--- src/rtl/fe_pkg.sv ---
// rtl/fe_pkg.sv - shared fetch-side constants, prefix helpers and aligner state type
package fe_pkg;

   localparam logic [7:0] PFX_REP  = 8'hF3;
   localparam logic [7:0] PFX_SIZE = 8'h66;
   localparam logic [7:0] PFX_ES   = 8'h26;
   localparam logic [7:0] PFX_CS   = 8'h2E;
   localparam logic [7:0] PFX_SS   = 8'h36;
   localparam logic [7:0] PFX_DS   = 8'h3E;
   localparam logic [7:0] PFX_FS   = 8'h64;
   localparam logic [7:0] PFX_GS   = 8'h65;

   localparam int SEG_ES = 0;
   localparam int SEG_CS = 1;
   localparam int SEG_SS = 2;
   localparam int SEG_DS = 3;
   localparam int SEG_FS = 4;
   localparam int SEG_GS = 5;

   typedef enum logic [1:0] {
      ST_FILL    = 2'd0,
      ST_PRESENT = 2'd1,
      ST_FAULT   = 2'd2
   } aligner_state_e;

   function automatic logic [5:0] seg_onehot(input logic [7:0] b);
      logic [5:0] s;
      s = '0;
      case (b)
         PFX_ES:  s[SEG_ES] = 1'b1;
         PFX_CS:  s[SEG_CS] = 1'b1;
         PFX_SS:  s[SEG_SS] = 1'b1;
         PFX_DS:  s[SEG_DS] = 1'b1;
         PFX_FS:  s[SEG_FS] = 1'b1;
         PFX_GS:  s[SEG_GS] = 1'b1;
         default: s = '0;
      endcase
      return s;
   endfunction

   function automatic logic is_prefix(input logic [7:0] b);
      return (b == PFX_REP) || (b == PFX_SIZE) || (seg_onehot(b) != 6'd0);
   endfunction

endpackage

--- src/rtl/prefix_scan.sv ---
// rtl/prefix_scan.sv - combinational scan of leading prefix bytes in a window
module prefix_scan
   import fe_pkg::*;
#(
   parameter int MAX_PREF = 3
) (
   input  logic [7:0] b1,
   input  logic [7:0] b2,
   input  logic [7:0] b3,
   input  logic [7:0] b4,
   output logic [2:0] n,
   output logic       isREP,
   output logic       isSIZE,
   output logic       isSEG,
   output logic [5:0] segSEL,
   output logic       pfx_err
);

   logic [7:0] b [4];
   logic       run;

   always_comb begin
      b[0]   = b1;
      b[1]   = b2;
      b[2]   = b3;
      b[3]   = b4;
      n      = 3'd0;
      isREP  = 1'b0;
      isSIZE = 1'b0;
      isSEG  = 1'b0;
      segSEL = 6'd0;
      run    = 1'b1;
      // Later segment prefixes overwrite earlier ones, so the highest byte wins.
      for (int i = 0; i < 4; i++) begin
         if (run && is_prefix(b[i])) begin
            n = n + 3'd1;
            if (b[i] == PFX_REP)  isREP  = 1'b1;
            if (b[i] == PFX_SIZE) isSIZE = 1'b1;
            if (seg_onehot(b[i]) != 6'd0) begin
               isSEG  = 1'b1;
               segSEL = seg_onehot(b[i]);
            end
         end else begin
            run = 1'b0;
         end
      end
      pfx_err = (int'(n) > MAX_PREF);
   end

endmodule

--- src/rtl/inst_byte_aligner.sv ---
// rtl/inst_byte_aligner.sv - circular byte queue presenting an aligned 6-byte instruction window
module inst_byte_aligner
   import fe_pkg::*;
#(
   parameter int DEPTH      = 32,
   parameter int LINE_BYTES = 16,
   parameter int WIN        = 6,
   parameter int MAX_PREF   = 3
) (
   input  logic         clk,
   input  logic         reset,
   input  logic         flush,
   input  logic         fetch_valid,
   input  logic [127:0] fetch_data,
   output logic         fetch_ready,
   output logic         dec_valid,
   input  logic         dec_ready,
   input  logic [3:0]   dec_len,
   output logic [7:0]   B1,
   output logic [7:0]   B2,
   output logic [7:0]   B3,
   output logic [7:0]   B4,
   output logic [7:0]   B5,
   output logic [7:0]   B6,
   output logic         isREP,
   output logic         isSIZE,
   output logic         isSEG,
   output logic [3:0]   prefSize,
   output logic [5:0]   segSEL,
   output logic         fault
);

   localparam int AW = $clog2(DEPTH);
   localparam int CW = AW + 1;
   localparam int LW = $clog2(LINE_BYTES);

   logic [7:0]     mem [DEPTH];
   logic [AW-1:0]  head, tail;
   logic [CW-1:0]  count;
   aligner_state_e state, state_next;

   logic           push, hs, len_bad, pop;
   logic [CW-1:0]  count_next;
   logic [AW-1:0]  head_next, tail_next;
   logic           fetch_ready_next;
   logic [7:0]     win [WIN];
   logic [AW-1:0]  win_idx [WIN];
   logic [AW-1:0]  win_off [WIN];

   logic [2:0]     scan_n;
   logic           scan_rep, scan_size, scan_seg, scan_err;
   logic [5:0]     scan_sel;

   always_comb begin
      push       = fetch_valid && fetch_ready;
      hs         = dec_valid && dec_ready;
      len_bad    = hs && ((dec_len == 4'd0) || (CW'(dec_len) > count));
      pop        = hs && !len_bad;
      count_next = count;
      head_next  = head;
      tail_next  = tail;
      if (push) begin
         count_next = count_next + CW'(LINE_BYTES);
         tail_next  = tail + AW'(LINE_BYTES);
      end
      if (pop) begin
         count_next = count_next - CW'(dec_len);
         head_next  = head + AW'(dec_len);
      end
      fetch_ready_next = ((DEPTH - int'(count_next)) >= LINE_BYTES);
   end

   // The window must reflect this cycle's write, so bytes landing in the
   // line being pushed are bypassed straight from fetch_data.
   always_comb begin
      for (int k = 0; k < WIN; k++) begin
         win_idx[k] = head_next + AW'(k);
         win_off[k] = win_idx[k] - tail;
         if (push && (win_off[k] < AW'(LINE_BYTES)))
            win[k] = fetch_data[{win_off[k][LW-1:0], 3'b000} +: 8];
         else
            win[k] = mem[win_idx[k]];
      end
   end

   prefix_scan #(
      .MAX_PREF (MAX_PREF)
   ) u_scan (
      .b1      (win[0]),
      .b2      (win[1]),
      .b3      (win[2]),
      .b4      (win[3]),
      .n       (scan_n),
      .isREP   (scan_rep),
      .isSIZE  (scan_size),
      .isSEG   (scan_seg),
      .segSEL  (scan_sel),
      .pfx_err (scan_err)
   );

   always_comb begin
      state_next = ST_FILL;
      if (state == ST_FAULT || len_bad)
         state_next = ST_FAULT;
      else if (int'(count_next) >= WIN)
         state_next = scan_err ? ST_FAULT : ST_PRESENT;
      else
         state_next = ST_FILL;
   end

   always_ff @(posedge clk) begin
      if (reset && !flush && push) begin
         for (int i = 0; i < LINE_BYTES; i++)
            mem[tail + AW'(i)] <= fetch_data[8*i +: 8];
      end
   end

   always_ff @(posedge clk) begin
      if (!reset) begin
         state       <= ST_FILL;
         head        <= '0;
         tail        <= '0;
         count       <= '0;
         dec_valid   <= 1'b0;
         fetch_ready <= 1'b1;
         fault       <= 1'b0;
         B1          <= 8'd0;
         B2          <= 8'd0;
         B3          <= 8'd0;
         B4          <= 8'd0;
         B5          <= 8'd0;
         B6          <= 8'd0;
         isREP       <= 1'b0;
         isSIZE      <= 1'b0;
         isSEG       <= 1'b0;
         prefSize    <= 4'b0001;
         segSEL      <= 6'd0;
      end else if (flush) begin
         state       <= ST_FILL;
         head        <= '0;
         tail        <= '0;
         count       <= '0;
         dec_valid   <= 1'b0;
         fetch_ready <= 1'b1;
         fault       <= 1'b0;
      end else begin
         state       <= state_next;
         head        <= head_next;
         tail        <= tail_next;
         count       <= count_next;
         dec_valid   <= (state_next == ST_PRESENT);
         fetch_ready <= fetch_ready_next;
         fault       <= (state_next == ST_FAULT);
         // Window and flags only move when a new instruction is presented.
         if (state_next == ST_PRESENT) begin
            B1     <= win[0];
            B2     <= win[1];
            B3     <= win[2];
            B4     <= win[3];
            B5     <= win[4];
            B6     <= win[5];
            isREP  <= scan_rep;
            isSIZE <= scan_size;
            isSEG  <= scan_seg;
            segSEL <= scan_sel;
            case (scan_n)
               3'd0:    prefSize <= 4'b0001;
               3'd1:    prefSize <= 4'b0010;
               3'd2:    prefSize <= 4'b0100;
               default: prefSize <= 4'b1000;
            endcase
         end
      end
   end

endmodule

--- config.mk ---
export PLATFORM = sky130hd
export DESIGN_NAME = inst_byte_aligner
export DESIGN_NICKNAME = d
export VERILOG_FILES = /design/src/rtl/fe_pkg.sv /design/src/rtl/prefix_scan.sv /design/src/rtl/inst_byte_aligner.sv
export SDC_FILE = /design/constraint.sdc
export NUM_CORES = 1
export LEC_CHECK = 0
export BUFFER_PORTS_ARGS = -buffer_cell sky130_fd_sc_hd__buf_4
export CAP_MARGIN = 30
export CELL_PAD_IN_SITES_DETAIL_PLACEMENT = 1
export CELL_PAD_IN_SITES_GLOBAL_PLACEMENT = 1
export CORE_ASPECT_RATIO = 0.9
export CORE_MARGIN = 2
export CORE_UTILIZATION = 45
export DETAILED_ROUTE_END_ITERATION = 16
export PLACE_DENSITY = 0.78
export SYNTH_ARGS = -nofsm -noshare
export SYNTH_HDL_FRONTEND = slang
export SYNTH_HIERARCHICAL = 1
export SYNTH_SLANG_ARGS = --single-unit
--- constraint.sdc ---
create_clock -name clk -period 8.4 [get_ports clk]
set_input_delay 0.84 -clock clk [delete_from_list [all_inputs] [get_ports clk]]
set_output_delay 0.84 -clock clk [all_outputs]
set_load 0.01 [all_outputs]
==> impl_results.md <==
- Outcome: complete, no violations
- Grt ovf: 0
- Starting density of the core: 0.457
- RePlAce Congestion: 1.01
- FFs w/ async S/R, synth: 0
- All-Layer GR Usage: 0.385
- Placed cells: 3,602
- CTS Sinks: 334
- Type of origin of the critical path: input pin
- Number of flops mapped to enable cells by yosys: 256
- Post-CTS sizing: 0
- Filler cells: 6,579
- Rows: 86
- Clock Latency Late Sink: 620 ps
- Drt drc: 0
- Worst Hold Launch: fetch_data[1]
- Detailed Place HPWL: 90,600 um
- Crit-path most repeated cell: buf_4
- Gate Count Post-Synth: 2,623
- Share of layout cells above drive strength 1: 0.282
- Post-synth net total: 2,783
- Worst EP arrival: 8390 ps
- Endpoints failing setup: 0
- Post-route antenna net violation count: 0
- Via density: 7.11
- Min Tclk post-route: 7880 ps
- Slowest-stage cell, CP: or4_1
- Max Freq: 127 MHz
- Die ar.: 64,400 sq um
- Leakage: 11.8 nW
- HP Class: input pin to flip-flop
- First DRT Iteration DRCs: 3,467
- Final Skew: 37.1 ps
- Core Util, Final: 0.529
- Global-route wire length before repair: 182,000 um
- Total Routed Length: 125,000 um
- MaxCap Viol Count: 0
- CTS tree: yes
- Ys Warns: 6
- Worst IR Drop VDD: 0.166 mV
- Nets: 2,972
- Slew at the pin closest to its max-slew limit: 1460 ps
- Clock buffer count from CTS: 42
- FF+latch count, synth: 334
- Syn avg cell area: 10.7 sq um
- Clk buf depth: 3
- CTS root buffer: clkbuf_16
- Part of the cycle the worst path needs: 0.939
- Critical Path Source: dec_len[1]
- Clock transition at path regs: 70 ps
- Worst path required time: 8910 ps
- Total Power: 0.00507 W
- CTS Hold Bufs: 0
- Area Growth Syn to Fin: 15.6%
- PwrDens: 156 nW/um^2
- RSZ-0062 raised after global routing: no
- Critical path peak fanout: 12
- # port buffers: 200
- Netlist Area Pre-Place: 28,100 sq um
- Initial antenna violation count: 1
- Largest net degree at the start of global routing: 167
- Setup TNS: 0 ps
- Reg2reg start: count[1]$_SDFF_PP0_
- Commonest register cell after synthesis: edfxtp_1
- Critical Path End Type: flip-flop
- I/O Pins: 201
- Max Transition Viols Final: 0
- Chip height: 241 um
- Worst slew margin: 0.0261
- Post-DP Area: 31,000 sq um
- Vias in the first global route: 26,400
- H-tree depth: 2
- Library cells used by synthesis: 99
- Core region area: 61,400 sq um
- Final instance area: 32,500 sq um
- DR WL/cell: 33.9 um
- Post-Layout Cell Count: 3,682
- Postcts setup bufs: 0
- Drt pass-1 iters: 5
- Final hold violations: 0
- CP max stage delay: 580 ps
- Seq/Total Area, Yosys: 0.329
- Vias: 26,200
- WS Path Type: input pin to flip-flop
- DIE WIDTH: 267 um
[cells by family (layout without fill, tap and decap cells)]
group                    Yosys count  count (layout)  share of synthesized area
other                              0               1                          0
multiplexers                     739             739                      0.356
XOR/XNOR                          26              26                     0.0102
AO/OA/AOI/OAI                    372             372                      0.103
buffers and inverters            236             458                     0.0416
flip-flops                       334             334                      0.329
AND/OR/NAND/NOR                  893             893                      0.149
adder cells (fa/ha/maj)           23              23                     0.0108
[power by group]
part | switching (W) | internal (W)
logic | 0.000686 | 0.000468
registers | 0.0000621 | 0.00184
clock network | 0.000816 | 0.00120
total | 0.00156 | 0.00350
[path summary, 6_finish.rpt]
path / cells past startpoint / to / slack [ps]
worst min register to register: 2 / segSEL[4]$_SDFFE_PN0P_ / 480
worst max-delay path: 34 / B5[5]$_SDFFE_PN0P_ / 520
worst min-delay path: 1 / mem[16][1]$_DFFE_PP_ / 440
worst max register to register: 32 / B5[5]$_SDFFE_PN0P_ / 560
[stage by stage]
stage	hold slack, ps	setup WS [ps]
3_3_place_gp	458	445
6_report	440	516
5_1_grt	447	266
2_1_floorplan	478	669
4_1_cts	426	861
3_5_place_dp	465	332
[cell type report]
cell class | instances | area, sq um | area share
multi-input cells | 2053 | 17800 | 0.548
repair buffers | 350 | 2770 | 0.0854
clock buffers | 50 | 1110 | 0.0342
inverters | 31 | 129 | 0.00397
diodes | 1 | 2.50 | 0.0000771
well taps | 836 | 1050 | 0.0322
clock inverters | 27 | 365 | 0.0113
flip-flops and latches | 334 | 9250 | 0.285
[sequential cells by signal, indices dropped and copies added, names as in the netlist, 2 cells and up]
signal	count
B1	8
B2	8
B3	8
B4	8
B5	8
B6	8
count	6
head	5
mem	256
prefSize	4
segSEL	6
state	2
[cells in the mapped netlist (17+ instances only)]
cell type,number,area share
mux2i_1,422,0.15
buf_2,81,0.014
o21ai_0,39,0.0069
a21oi_1,22,0.0039
nand2b_1,23,0.0051
buf_4,30,0.0080
ha_1,21,0.0094
o32ai_1,18,0.0056
a22oi_1,26,0.0069
nand3_1,244,0.043
mux4_2,196,0.16
o31ai_1,18,0.0048
dfxtp_1,78,0.056
nor3_1,22,0.0039
a32o_1,20,0.0071
clkbuf_1,71,0.0095
o22ai_1,31,0.0069
nand2_1,387,0.052
and3_1,26,0.0058
edfxtp_1,256,0.27
a211oi_1,18,0.0048
a21boi_0,17,0.0045
mux2_2,121,0.049
nor2_1,98,0.013
inv_1,28,0.0037
[per-layer routing]
layer  track usage  vias up  part of all wire
met2         0.591     1839              0.44
met4         0.235        0             0.072
met5             0        -                 0
li1              -    10700                 -
met3        0.0937      466              0.12
met1         0.493    13200              0.37
[worst max-delay path, delay by kind of cell]
family	cells	cell delay, ps
AOI/OAI and AO/OA	7	1410
xor gates and xnor gates	1	230
buffers and inverters	9	1660
and+or+nand+nor	14	3350
adders and majority gates	3	850
[placed cells by master, fill, tap and decap left out, types with 11 or more instances in the layout]
master     instances
mux2i_1          422
nand2_1          386
buf_4            337
edfxtp_1         256
nand3_1          244
mux4_2           196
mux2_2           121
nor2_1            95
dfxtp_1           78
clkbuf_16         42
o21ai_0           38
o22ai_1           31
inv_1             27
and3_1            26
a22oi_1           26
nand2b_1          23
a21oi_1           22
nor3_1            22
a32o_1            20
ha_1              20
a211oi_1          18
o32ai_1           18
o31ai_1           17
a21boi_0          17
nand4_1           14
a32oi_1           14
and2_1            13
o211ai_1          12
a22o_1            11
buf_12            11
No activity file was read; power rests on OpenSTA's default activity.
